[src/rtl/cpu15_wb_pkg.sv]
// Shared writeback definitions: op encodings, controller state and default widths.
package cpu15_wb_pkg;

    localparam int WB_DATA_W = 16;
    localparam int WB_RN_W   = 3;

    localparam logic [1:0] WB_OP_NOP  = 2'b00;
    localparam logic [1:0] WB_OP_ALU  = 2'b01;
    localparam logic [1:0] WB_OP_LOAD = 2'b10;
    localparam logic [1:0] WB_OP_LINK = 2'b11;

    typedef enum logic [1:0] {
        ST_IDLE  = 2'b00,
        ST_LOAD  = 2'b01,
        ST_WRITE = 2'b10
    } wb_state_e;

endpackage

[src/rtl/wb_load_timer.sv]
// Load timeout counter: counts un-acked LOAD cycles; expired flags the last allowed cycle.
// Combinational expiry flag, so the controller can leave LOAD on the same edge.
module wb_load_timer #(
    parameter int TIMEOUT_CYC = 15
) (
    input  logic CLK_WB,
    input  logic RESET_N,
    input  logic active,
    input  logic ack,
    output logic expired
);

    localparam int CNT_W = $clog2(TIMEOUT_CYC + 1);

    logic [CNT_W-1:0] cnt_q;
    logic [CNT_W-1:0] cnt_d;

    // Expiry is the TIMEOUT_CYC-th LOAD cycle; an ack in that same cycle still wins upstream.
    assign expired = active && (cnt_q == CNT_W'(TIMEOUT_CYC - 1));

    always_comb begin
        cnt_d = '0;
        if (active && !ack && !expired) begin
            cnt_d = cnt_q + CNT_W'(1);
        end
    end

    always_ff @(posedge CLK_WB) begin
        if (!RESET_N) begin
            cnt_q <= '0;
        end else begin
            cnt_q <= cnt_d;
        end
    end

endmodule

[src/rtl/wb_ctrl.sv]
// Writeback controller: resolves ALU/LOAD/LINK data and drives a registered one-cycle
// register-file write strobe. WB_TIMEOUT_EN adds a load timeout with LOAD_ERR pulse.
module wb_ctrl
    import cpu15_wb_pkg::*;
#(
    parameter int DATA_W      = WB_DATA_W,
    parameter int RN_W        = WB_RN_W,
    parameter int TIMEOUT_CYC = 15
) (
    input  logic              CLK_WB,
    input  logic              RESET_N,
    input  logic              EX_VALID,
    output logic              EX_READY,
    input  logic [1:0]        EX_OP,
    input  logic [RN_W-1:0]   EX_DST,
    input  logic [DATA_W-1:0] EX_DATA,
    input  logic [DATA_W-1:0] EX_PC,
    output logic              MEM_REQ,
    output logic [DATA_W-1:0] MEM_ADDR,
    input  logic              MEM_ACK,
    input  logic [DATA_W-1:0] MEM_RDATA,
    output logic [RN_W-1:0]   N_REG,
    output logic [DATA_W-1:0] REG_IN,
    output logic              REG_WEN,
    output logic              BUSY,
    output logic              LOAD_ERR
);

    wb_state_e         state_q, state_d;
    logic [DATA_W-1:0] mem_addr_q, mem_addr_d;
    logic [RN_W-1:0]   n_reg_q, n_reg_d;
    logic [DATA_W-1:0] reg_in_q, reg_in_d;
    logic              ex_ready_q, ex_ready_d;
    logic              mem_req_q, mem_req_d;
    logic              reg_wen_q, reg_wen_d;
    logic              busy_q, busy_d;
    logic              load_expired;
    logic              load_err_d;
    logic              accept;

`ifdef WB_TIMEOUT_EN
    logic load_err_q;

    wb_load_timer #(
        .TIMEOUT_CYC(TIMEOUT_CYC)
    ) u_load_timer (
        .CLK_WB (CLK_WB),
        .RESET_N(RESET_N),
        .active (state_q == ST_LOAD),
        .ack    (MEM_ACK),
        .expired(load_expired)
    );

    always_ff @(posedge CLK_WB) begin
        if (!RESET_N) begin
            load_err_q <= 1'b0;
        end else begin
            load_err_q <= load_err_d;
        end
    end

    assign LOAD_ERR = load_err_q;
`else
    assign load_expired = 1'b0;
    assign LOAD_ERR     = 1'b0;
`endif

    assign accept = EX_VALID && ex_ready_q;

    always_comb begin
        state_d    = ST_IDLE;
        mem_addr_d = mem_addr_q;
        n_reg_d    = n_reg_q;
        reg_in_d   = reg_in_q;
        load_err_d = 1'b0;
        case (state_q)
            ST_IDLE, ST_WRITE: begin
                if (accept) begin
                    case (EX_OP)
                        WB_OP_ALU: begin
                            n_reg_d  = EX_DST;
                            reg_in_d = EX_DATA;
                            state_d  = ST_WRITE;
                        end
                        WB_OP_LINK: begin
                            n_reg_d  = EX_DST;
                            reg_in_d = EX_PC + DATA_W'(1);
                            state_d  = ST_WRITE;
                        end
                        WB_OP_LOAD: begin
                            n_reg_d    = EX_DST;
                            mem_addr_d = EX_DATA;
                            state_d    = ST_LOAD;
                        end
                        default: state_d = ST_IDLE;
                    endcase
                end
            end
            ST_LOAD: begin
                if (MEM_ACK) begin
                    reg_in_d = MEM_RDATA;
                    state_d  = ST_WRITE;
                end else if (load_expired) begin
                    load_err_d = 1'b1;
                    state_d    = ST_IDLE;
                end else begin
                    state_d = ST_LOAD;
                end
            end
            default: state_d = ST_IDLE;
        endcase

        // Outputs are registered from the next state so they line up with it.
        ex_ready_d = (state_d != ST_LOAD);
        mem_req_d  = (state_d == ST_LOAD);
        busy_d     = (state_d == ST_LOAD);
        reg_wen_d  = (state_d == ST_WRITE);
    end

    always_ff @(posedge CLK_WB) begin
        if (!RESET_N) begin
            state_q    <= ST_IDLE;
            mem_addr_q <= '0;
            n_reg_q    <= '0;
            reg_in_q   <= '0;
            ex_ready_q <= 1'b0;
            mem_req_q  <= 1'b0;
            reg_wen_q  <= 1'b0;
            busy_q     <= 1'b0;
        end else begin
            state_q    <= state_d;
            mem_addr_q <= mem_addr_d;
            n_reg_q    <= n_reg_d;
            reg_in_q   <= reg_in_d;
            ex_ready_q <= ex_ready_d;
            mem_req_q  <= mem_req_d;
            reg_wen_q  <= reg_wen_d;
            busy_q     <= busy_d;
        end
    end

    assign EX_READY = ex_ready_q;
    assign MEM_REQ  = mem_req_q;
    assign MEM_ADDR = mem_addr_q;
    assign N_REG    = n_reg_q;
    assign REG_IN   = reg_in_q;
    assign REG_WEN  = reg_wen_q;
    assign BUSY     = busy_q;

endmodule

[config.mk]
export PLATFORM = sky130hd
export DESIGN_NAME = wb_ctrl
export DESIGN_NICKNAME = d
export VERILOG_FILES = /design/src/rtl/cpu15_wb_pkg.sv /design/src/rtl/wb_load_timer.sv /design/src/rtl/wb_ctrl.sv
export SDC_FILE = /design/constraint.sdc
export NUM_CORES = 1
export LEC_CHECK = 0
export CORE_AREA = 2 2 67 69
export DETAILED_ROUTE_END_ITERATION = 8
export DIE_AREA = 0 0 69 71
export DONT_BUFFER_PORTS = 1
export GPL_TIMING_DRIVEN = 0
export PLACE_DENSITY = 0.65
export SYNTH_ARGS = -nofsm -noshare
export SYNTH_HDL_FRONTEND = slang
export SYNTH_SLANG_ARGS = --single-unit
[constraint.sdc]
create_clock -name CLK_WB -period 4.73 [get_ports CLK_WB]
set_input_delay 1.419 -clock CLK_WB [delete_from_list [all_inputs] [get_ports CLK_WB]]
set_output_delay 1.419 -clock CLK_WB [all_outputs]
set_load 0.02 [all_outputs]
==> results of run 1 <==
## sequential cells by signal, summed over array words and instances (netlist names)
signal    count
MEM_ADDR     16
REG_IN       16
state_q       2
BUSY          1
EX_READY      1
N_REG         3
REG_WEN       1
## critical path, stage by stage
cell,delay [ps]
buf_2,160
nor4b_1,310
buf_4,250
buf_4,220
mux2i_1,200
nor2_1,60
## Yosys cell counts (all sizes together) (2+ instances only)
cell type,n,area [µm²]
mux2i,25,250
o22ai,3,18.8
and4,4,36.3
o21ai,16,80.1
o221ai,2,17.5
inv,2,7.51
nor2b,2,12.5
and3,2,13.8
or4,2,15.0
o211ai,3,22.5
buf,9,70.1
o31ai,3,22.5
nand3,10,50.1
nor3,2,10.0
nor2,29,109
a31oi,8,50.1
a31o,6,52.6
a21oi,7,35.0
a211oi,2,15.0
clkbuf,7,56.3
xor2,2,17.5
xnor2,3,26.3
and2,2,12.5
or3,3,18.8
dfxtp,40,801
nand4,6,43.8
and3b,4,35.0
nand2,19,71.3
o21a,4,30.0
## stage by stage
stage / util, % / power [mW] / worst slack (ps) / std cells / hold WS (ps)
final: 55.6 / 0.684 / 2270 / 306 / 583
after global routing: 55.6 / 0.717 / 2110 / 306 / 607
after CTS: 55.6 / 0.692 / 2250 / 306 / 583
after detailed placement: 53.5 / 0.467 / 1930 / 298 / 573
after global placement: 53.5 / 0.465 / 1990 / 298 / 557
after floorplan: - / 0.449 / 2090 / 246 / 543
## cells by family after synthesis
group,after synthesis
buffers and inverters,19
and+or+nand+nor,93
other,1
muxes,25
DFF,40
AOI/OAI and AO/OA,62
xor gates and xnor gates,5
adders and majority gates,1
## final cells by class
| cell class | instances | area [µm²] |
|---|---|---|
| fillers | 401 | 1870 |
| plain buffers | 17 | 136 |
| well taps | 52 | 65.1 |
| multi-input cells | 187 | 1240 |
| clock buffers | 5 | 68.8 |
| inverters | 2 | 7.51 |
| clock inverters | 3 | 18.8 |
| flip-flops and latches | 40 | 801 |
## metal layers
layer,vias up,wire [µm]
met2,93,2620
met3,7,686
li1,933,-
met4,0,61
met1,840,2390
met5,-,0
## power by group through the flow
stage / logic (mW) / registers [mW] / clock network [mW]
3_5_place_dp: 0.0821 / 0.385 / 0
4_1_cts: 0.0824 / 0.377 / 0.233
3_3_place_gp: 0.0814 / 0.384 / 0
2_1_floorplan: 0.0671 / 0.382 / 0
5_1_grt: 0.0921 / 0.378 / 0.246
6_report: 0.0828 / 0.376 / 0.225
## how the worst min path moves through the flow
stage               startpoint  depth (start not counted)  slack, ps        end
finish               REG_IN[1]                          2        580  REG_IN[1]
global route         REG_IN[1]                          2        610  REG_IN[1]
CTS                  REG_IN[1]                          2        580  REG_IN[1]
detailed placement   REG_IN[1]                          2        570  REG_IN[1]
global placement     REG_IN[1]                          2        560  REG_IN[1]
floorplan            REG_IN[1]                          2        540  REG_IN[1]
==> summary.txt, run 1 <==
Power and ir drop
  – Cell Pwr Density: roughly 290 mW/mm²
  – Max IR drop VDD: 196 µV
  – Sequential power share: a little under three fifths
  – Switching share of total power: roughly 28%
  – Clock share of power: between 30% and 40%
  – NetSw: roughly 190 µW
  – Int Power: between 400 and 500 µW
  – Gate power share: 12.1%
  – Leakage: 0.862 nW

Route
  – Via-to-Cell Ratio: just over 6
  – Wirelength, routed: 5760 µm
  – First DRT Iteration DRCs: ~120
  – Vias: between 1.5k and 2k
  – Drt drc: 0
  – TritonRoute pass-1 iters: 5
  – WL per Instance: ~19 µm
  – DRT antenna net count: 0

Logic synthesis
  – Synth warnings: 0
  – Post-synthesis async set-or-reset flop share: 0%
  – Yosys cell types: 55
  – Seq/Total Area, Yosys: a little over a third
  – FF+latch count, synth: 40
  – Cells after Synth: roughly 250
  – Compound-cell area share of the yosys netlist: between 10% and 20%
  – Net Count, Synth: around 300
  – Post-synth top flop: dfxtp_1
  – Post-synthesis mux area share: 11.5%
  – EDFF count, synth: 0
  – Cell area after synthesis: approximately 0.0022 mm²
  – Post-Synth XOR/XNOR Area: under 10%
  – Syn_area_per_cell: 8.88 µm²
  – Post-synthesis simple-gate area fraction: about a quarter
  – Largest family of logic cells by synthesized area: simple AND/OR/NAND/NOR gates
  – Adder-cell area share of the yosys netlist: less than 1%

Setup path
  – Startpoint Class: input pin
  – CP Class: input pin to flip-flop
  – Max Fanout on Critical Path: 10
  – FF-to-FF setup slack: 2930 ps
  – Data arrival, critical path: about 2600 ps
  – Worst Setup SP: EX_OP[0]
  – Worst endpoint required time: between 4000 and 5000 ps
  – FF-to-FF Start: EX_READY
  – FF-to-FF End: MEM_ADDR[15]
  – Critical Path Sink: MEM_ADDR[15]
  – Critical Path End Type: flip-flop
  – Worst R2R Path Depth: 6

GRT
  – Initial antenna violation count: 0
  – Met3 Track Usage GR: 10.8%
  – GR met2 Demand/Resource: 37.7%
  – First-pass GRT wire length: 9450 µm
  – GRT Util Overall: 24.3%
  – Largest net degree at the start of global routing: 14
  – Gr ovfl total: 0
  – GR peak layer: met2
  – Met1 Resource Use GR: between 30% and 40%
  – Vias in the first global route: about 1.9k

Layout
  – Most frequent cells in the layout: dfxtp_1, nor2_1, mux2i_1
  – Final #Nets: roughly 310
  – Most common cell after layout, fill and taps aside: dfxtp_1
  – Layout area overhead: 6.99%
  – Post-route cell area: 0.00234 mm²
  – Share of cells above drive strength 1: between 10% and 20%
  – Ant diodes: 0

Placed design
  – DP Wirelength: around 4500 µm
  – Routability cong.: ~0.86
  – Placed inst area: roughly 0.0022 mm²
  – I/O Buffers: 0

Timing
  – RSZ-0062 raised after global routing: no
  – Period Utilization, post-route: a little over 50%
  – Final setup fails: 0
  – Fmax: about 0.41 GHz
  – Worst rel slew slack: 62.6%
  – Slew Viols, Final: 0
  – Setup tns final: 0 ps
  – Final hold vios: 0
  – Tightest Pin Transition: roughly 560 ps
  – Worst Skew: 11.5 ps
  – Fin crit period: around 2500 ps

Clock tree
  – CTS tree: done
  – Post_cts resized: 0
  – Clk sinks: 40
  – CTS buffer count: 5
  – Post-CTS Repair Setup Buffers: 0
  – H-tree depth: 2
  – Hold Buf Count CTS: 0
  – Clock latency on the worst-skew pair: roughly 300 ps
  – Root buffer cell: clkbuf_8
  – Longest Clk Path Bufs: 2
  – CTS clk-pin slew, worst paths: ~90 ps

Floorplan
  – Core area: roughly 0.0042 mm²
  – Chip width: approximately 69 µm
  – Die Y: roughly 71 µm
  – I/O pin cnt: 97
  – Initial Util: between 50 and 60%
  – Row Count: 24
  – DIE AREA: slightly below 0.005 mm²

Outcome
  – Status: finished clean

Worst hold path
  – Worst hold path type: flip-flop to flip-flop

Run
  – MaxCap Viol Count: 0
No activity file was read; power rests on OpenSTA's default activity.
==> inputs of run 2 (changes only) <==
- PLACE_DENSITY: 0.65 -> 0.67
- clock period: 4.73 -> 2.1 ns (I/O delays scaled with it)
==> summary.txt, run 2 (synthesis gave the netlist of run 1 again) <==
Timing
  – Final setup fails: 0 (unchanged)
  – Worst rel slew slack: 61.3% (-1.3 points)
  – Worst Skew: 8.75 ps (-2.71 ps)
  – Slew Viols, Final: 0 (unchanged)
  – Setup tns final: 0 ps (unchanged)
  – Hold Slack: 479 ps (-105 ps)
  – RSZ-0062 raised after global routing: no
  – Fmax: about 0.56 GHz
  – Tightest Pin Transition: 576 ps (+19.6 ps)
  – Period Utilization, post-route: roughly 85%
  – Final hold vios: 0 (unchanged)
  – Fin crit period: approximately 1800 ps

Route
  – Via-to-Cell Ratio: 6.13 (+0.16%)
  – DRT antenna net count: 0 (unchanged)
  – Vias: 1,876 (+0.16%)
  – Wirelength, routed: 5710 µm (-1.0%)
  – Drt drc: 0 (unchanged)
  – WL per Instance: 18.6 µm (-1.0%)
  – First DRT Iteration DRCs: 91 (-26%)
  – TritonRoute pass-1 iters: 4 (-1)

Clock tree
  – Clk sinks: 40 (unchanged)
  – CTS clk-pin slew, worst paths: 80 ps (about the same)
  – Post-CTS Repair Setup Buffers: 0 (unchanged)
  – CTS tree: done
  – Hold Buf Count CTS: 0 (unchanged)
  – Clock latency on the worst-skew pair: 300 ps (about the same)
  – Post_cts resized: 0 (unchanged)
  – CTS buffer count: 5 (unchanged)
  – H-tree depth: 2 (unchanged)
  – Root buffer cell: clkbuf_8
  – Longest Clk Path Bufs: 2 (unchanged)

Layout
  – Final #Nets: 311 (unchanged)
  – Ant diodes: 0 (unchanged)
  – Share of cells above drive strength 1: 11.4% (unchanged)
  – Most common cell after layout, fill and taps aside: dfxtp_1
  – Post-route cell area: 0.00236 mm² (+1.0%)
  – Cell Count, Final, Fillers Out: 306 (unchanged)
  – Most frequent cells in the layout: dfxtp_1, nor2_1, mux2i_1
  – Layout area overhead: 8.08%

Floorplan
  – Row Count: 24 (unchanged)
  – I/O pin cnt: 97 (unchanged)
  – Initial Util: 52.0% (unchanged)
  – Core area: 0.00420 mm² (unchanged)
  – Die Y: 71 µm (unchanged)
  – Chip width: 69 µm (unchanged)
  – DIE AREA: 0.00490 mm² (unchanged)

Placed design
  – Placed cells: 298 (unchanged)
  – DP Wirelength: 4490 µm (-1.3%)
  – Placed inst area: 0.00225 mm² (unchanged)
  – Routability cong.: 0.834 (-3.0%)
  – I/O Buffers: 0 (unchanged)

Power and ir drop
  – Pwr Total: 1.66 mW (+140%)
  – Leakage: 0.868 nW (+0.73%)
  – Cell Pwr Density: 704 mW/mm² (+140%)
  – Max IR drop VDD: 389 µV (+98%)

Setup path
  – CP Class: flip-flop to flip-flop
  – Slowest stage cell, crit path: dfxtp_1
  – CP Cell Sequence: nand2_1 > nor4b_1 > buf_4 > buf_4 > mux2i_1 > nor2_1
  – Worst endpoint required time: 2280 ps (-2620 ps)
  – Startpoint Class: flip-flop
  – Critical Path End Type: flip-flop
  – CP peak stage delay: 540 ps (+230 ps)
  – Data arrival, critical path: 1960 ps (-670 ps)
  – CP dominant cell by count: buf_4
  – Max Fanout on Critical Path: 10 (unchanged)

GRT
  – Largest net degree at the start of global routing: 14 (unchanged)
  – Gr ovfl total: 0 (unchanged)
  – GRT Util Overall: 23.7% (-0.65 points)
  – First-pass GRT wire length: 9170 µm (-3.0%)
  – Initial antenna violation count: 0 (unchanged)
  – Vias in the first global route: 1,860 (-0.11%)

Outcome
  – Status: finished clean

Worst hold path
  – Worst hold path type: input pin to flip-flop

Run
  – MaxCap Viol Count: 0 (unchanged)
-- run 2: where the power goes --
part           total [mW]  switching, mW  internal, mW
clock               0.628          0.276         0.352
combinational       0.186         0.0998        0.0862
sequential          0.848         0.0582         0.790
total                1.66          0.434          1.23
-- run 2: final timing paths --
check	startpoint	endpoint	slack, ps	depth (start not counted)
max	EX_READY	MEM_ADDR[12]	330	6
min	EX_DATA[13]	MEM_ADDR[13]	480	2
max reg2reg	EX_READY	MEM_ADDR[12]	330	6
min reg2reg	REG_IN[1]	REG_IN[1]	580	2
-- run 2: metal layers --
metal	GRT usage, %	vias to the layer above	share of wire (%)
li1	-	928	-
met1	28.9	865	43
met2	36.1	71	44
met3	12.3	12	11
met4	7.84	0	1.8
met5	0	-	0
-- run 2: worst max-delay path, delay by kind of cell, from the launching register on --
kind          cells  cell delay (ps)
simple gates      3              440
buf+inv           2              480
flops             1              540
mux               1              200
-- run 2: per-stage QoR --
step	utilization [%]	setup WS, ps
after floorplan	-	245
after global placement	53.5	148
after detailed placement	53.5	121
after CTS	56.2	306
after global routing	56.2	173
final	56.2	325
-- run 2: cell type report --
type | instances | area, µm²
plain buffers | 17 | 136
clock buffers | 5 | 68.8
clock inverters | 3 | 42.5
fillers | 400 | 1840
inverters | 2 | 7.51
multi-input cells | 187 | 1240
flip-flops and latches | 40 | 801
well taps | 52 | 65.1
==> inputs of run 3 (changes only) <==
- clock period: 2.1 -> 1.48 ns (I/O delays scaled with it)
==> summary.txt, run 3 (synthesis gave the netlist of run 1 again) <==
Layout
  – Final #Nets: 317 (+1.9%)
  – Storage cell area: 807 µm² (+0.78%)
  – Ant diodes: 0 (unchanged)
  – Multi-input gate area: 0.00131 mm² (+5.8%)
  – Layout area overhead: 15.8%
  – Most common cell after layout, fill and taps aside: dfxtp_1
  – Most frequent cells in the layout: dfxtp_1, nor2_1, mux2i_1
  – Share of cells above drive strength 1: 18.1% (+6.7 points)
  – Filler cell count: 391 (-2.3%)

Outcome
  – Failing checks: setup timing
  – Status: finished, violations left

Setup path
  – CP Class: flip-flop to flip-flop
  – Startpoint Class: flip-flop
  – Worst endpoint required time: 1710 ps (-570 ps)
  – Max Fanout on Critical Path: 7 (-3)
  – Critical Path End Type: flip-flop
  – Data arrival, critical path: 1740 ps (-220 ps)
  – Worst R2R Path Depth: 4 (-2)

Timing
  – Final worst slack: -34.1 ps (-359 ps)
  – RSZ-0062 raised after global routing: yes
  – Worst rel slew slack: 64.6% (+3.3 points)
  – Setup tns final: -34.1 ps (-34.1 ps)
  – Fmax: 0.660 GHz (+17%)
  – Slew Viols, Final: 0 (unchanged)
  – Fin crit period: 1510 ps (-261 ps)
  – Worst Skew: 13.0 ps (+4.22 ps)
  – Final hold vios: 0 (unchanged)
  – Hold Slack: 286 ps (-192 ps)
  – Tightest Pin Transition: 530 ps (-45.7 ps)
  – Period Utilization, post-route: 102% (+18 points)
  – Final setup fails: 1 (+1)

Run
  – MaxCap Viol Count: 0 (unchanged)

GRT
  – Largest net degree at the start of global routing: 15 (+1)
  – Initial antenna violation count: 0 (unchanged)
  – Gr ovfl total: 0 (unchanged)
  – Met3 Track Usage GR: 10.8% (-1.4 points)
  – GRT Util Overall: 23.9% (+0.28 points)
  – First-pass GRT wire length: 9320 µm (+1.6%)
  – GR met2 Demand/Resource: 37.0% (+0.85 points)
  – GR peak layer: met2
  – Vias in the first global route: 1,897 (+2.0%)
  – Met1 Resource Use GR: 29.6% (+0.70 points)

Clock tree
  – CTS buffer count: 5 (unchanged)
  – Root buffer cell: clkbuf_8
  – Clk sinks: 40 (unchanged)
  – H-tree depth: 2 (unchanged)
  – Hold Buf Count CTS: 0 (unchanged)
  – Clock latency on the worst-skew pair: 300 ps (about the same)
  – CTS clk-pin slew, worst paths: 90 ps (about the same)
  – Longest Clk Path Bufs: 2 (unchanged)
  – CTS tree: done

Route
  – WL per Instance: 18.8 µm (+1.1%)
  – Vias: 1,909 (+1.8%)
  – TritonRoute pass-1 iters: 4 (unchanged)
  – Drt drc: 0 (unchanged)
  – DRT antenna net count: 0 (unchanged)
  – Wirelength, routed: 5880 µm (+3.0%)
  – First DRT Iteration DRCs: 106 (+16%)
  – Via-to-Cell Ratio: 6.12 (-0.20%)

Floorplan
  – Core area: 0.00420 mm² (unchanged)
  – Initial Util: 52.0% (unchanged)
  – DIE AREA: 0.00490 mm² (unchanged)
  – I/O pin cnt: 97 (unchanged)
  – Row Count: 24 (unchanged)
  – Chip width: 69 µm (unchanged)
  – Die Y: 71 µm (unchanged)

Worst hold path
  – Worst hold path type: input pin to flip-flop
  – WHS Path Cells: 2 (unchanged)

Power and ir drop
  – Sequential power share: 49.9% (-1.1 points)
  – NetSw: 641 µW (+48%)
  – Clock share of power: 38.0% (+0.2 points)
  – Max IR drop VDD: 734 µV (+89%)
  – Cell Pwr Density: 953 mW/mm² (+35%)
  – Gate power share: 12.1% (+0.9 points)
  – Leakage: 0.930 nW (+7.0%)
  – Int Power: 1.77 mW (+44%)
  – Switching share of total power: 26.6% (+0.45 points)

Placed design
  – DP Wirelength: 4540 µm (+1.1%)
  – I/O Buffers: 0 (unchanged)
  – Routability cong.: 0.840 (+0.65%)
run 3: power by group through the flow:
stage	Clock [mW]	Sequential [mW]	Combinational [mW]
after floorplan	0	1.22	0.224
after global placement	0	1.23	0.269
after detailed placement	0	1.23	0.273
after CTS	0.925	1.20	0.282
after global routing	0.970	1.21	0.320
final	0.916	1.20	0.292
run 3: worst max-delay path, cell delays in order, from the launching register on:
cell and delay (ps):
dfxtp_4 410, nand4b_4 200, a2111oi_4 370, or3b_1 380
o211ai_1 80
run 3: layout make-up:
class,count,area share [%]
clock inverters,3,1.83
well taps,52,2.57
repair buffers,6,2.27
inverters,2,0.297
clock buffers,5,2.72
plain buffers,17,6.58
flip-flops and latches,40,31.9
multi-input cells,187,51.8
run 3: worst paths after layout:
kind	slack [ps]	from	end
setup / recovery	-30	EX_READY	REG_IN[15]
hold / removal	290	EX_DATA[14]	MEM_ADDR[14]
setup reg to reg	-30	EX_READY	REG_IN[15]
hold reg to reg	600	REG_IN[0]	REG_IN[0]
run 3: through the flow:
stage	setup WS, ps	utilization [%]	instance area (µm²)	instances	power [mW]
floorplan	-49.6	-	2230	246	1.44
detailed placement	-161	54.7	2300	298	1.50
finish	-34.1	60.2	2530	312	2.41
global route	-144	60.2	2530	312	2.50
global placement	-151	54.7	2300	298	1.50
CTS	-10.9	59.0	2480	310	2.41
run 3: routing by layer:
| metal | vias up | share of wire [%] |
|---|---|---|
| met4 | 0 | 1.3 |
| met2 | 86 | 45 |
| met5 | - | 0 |
| met3 | 9 | 11 |
| met1 | 864 | 42 |
| li1 | 950 | - |
run 3: timing repair:
action                     4_1_cts  5_1_grt
setup endpoints to repair       25       22
pin swaps                        1        2
gates resized for setup          7        7
gates cloned                     0        0
buffers inserted                 4        2
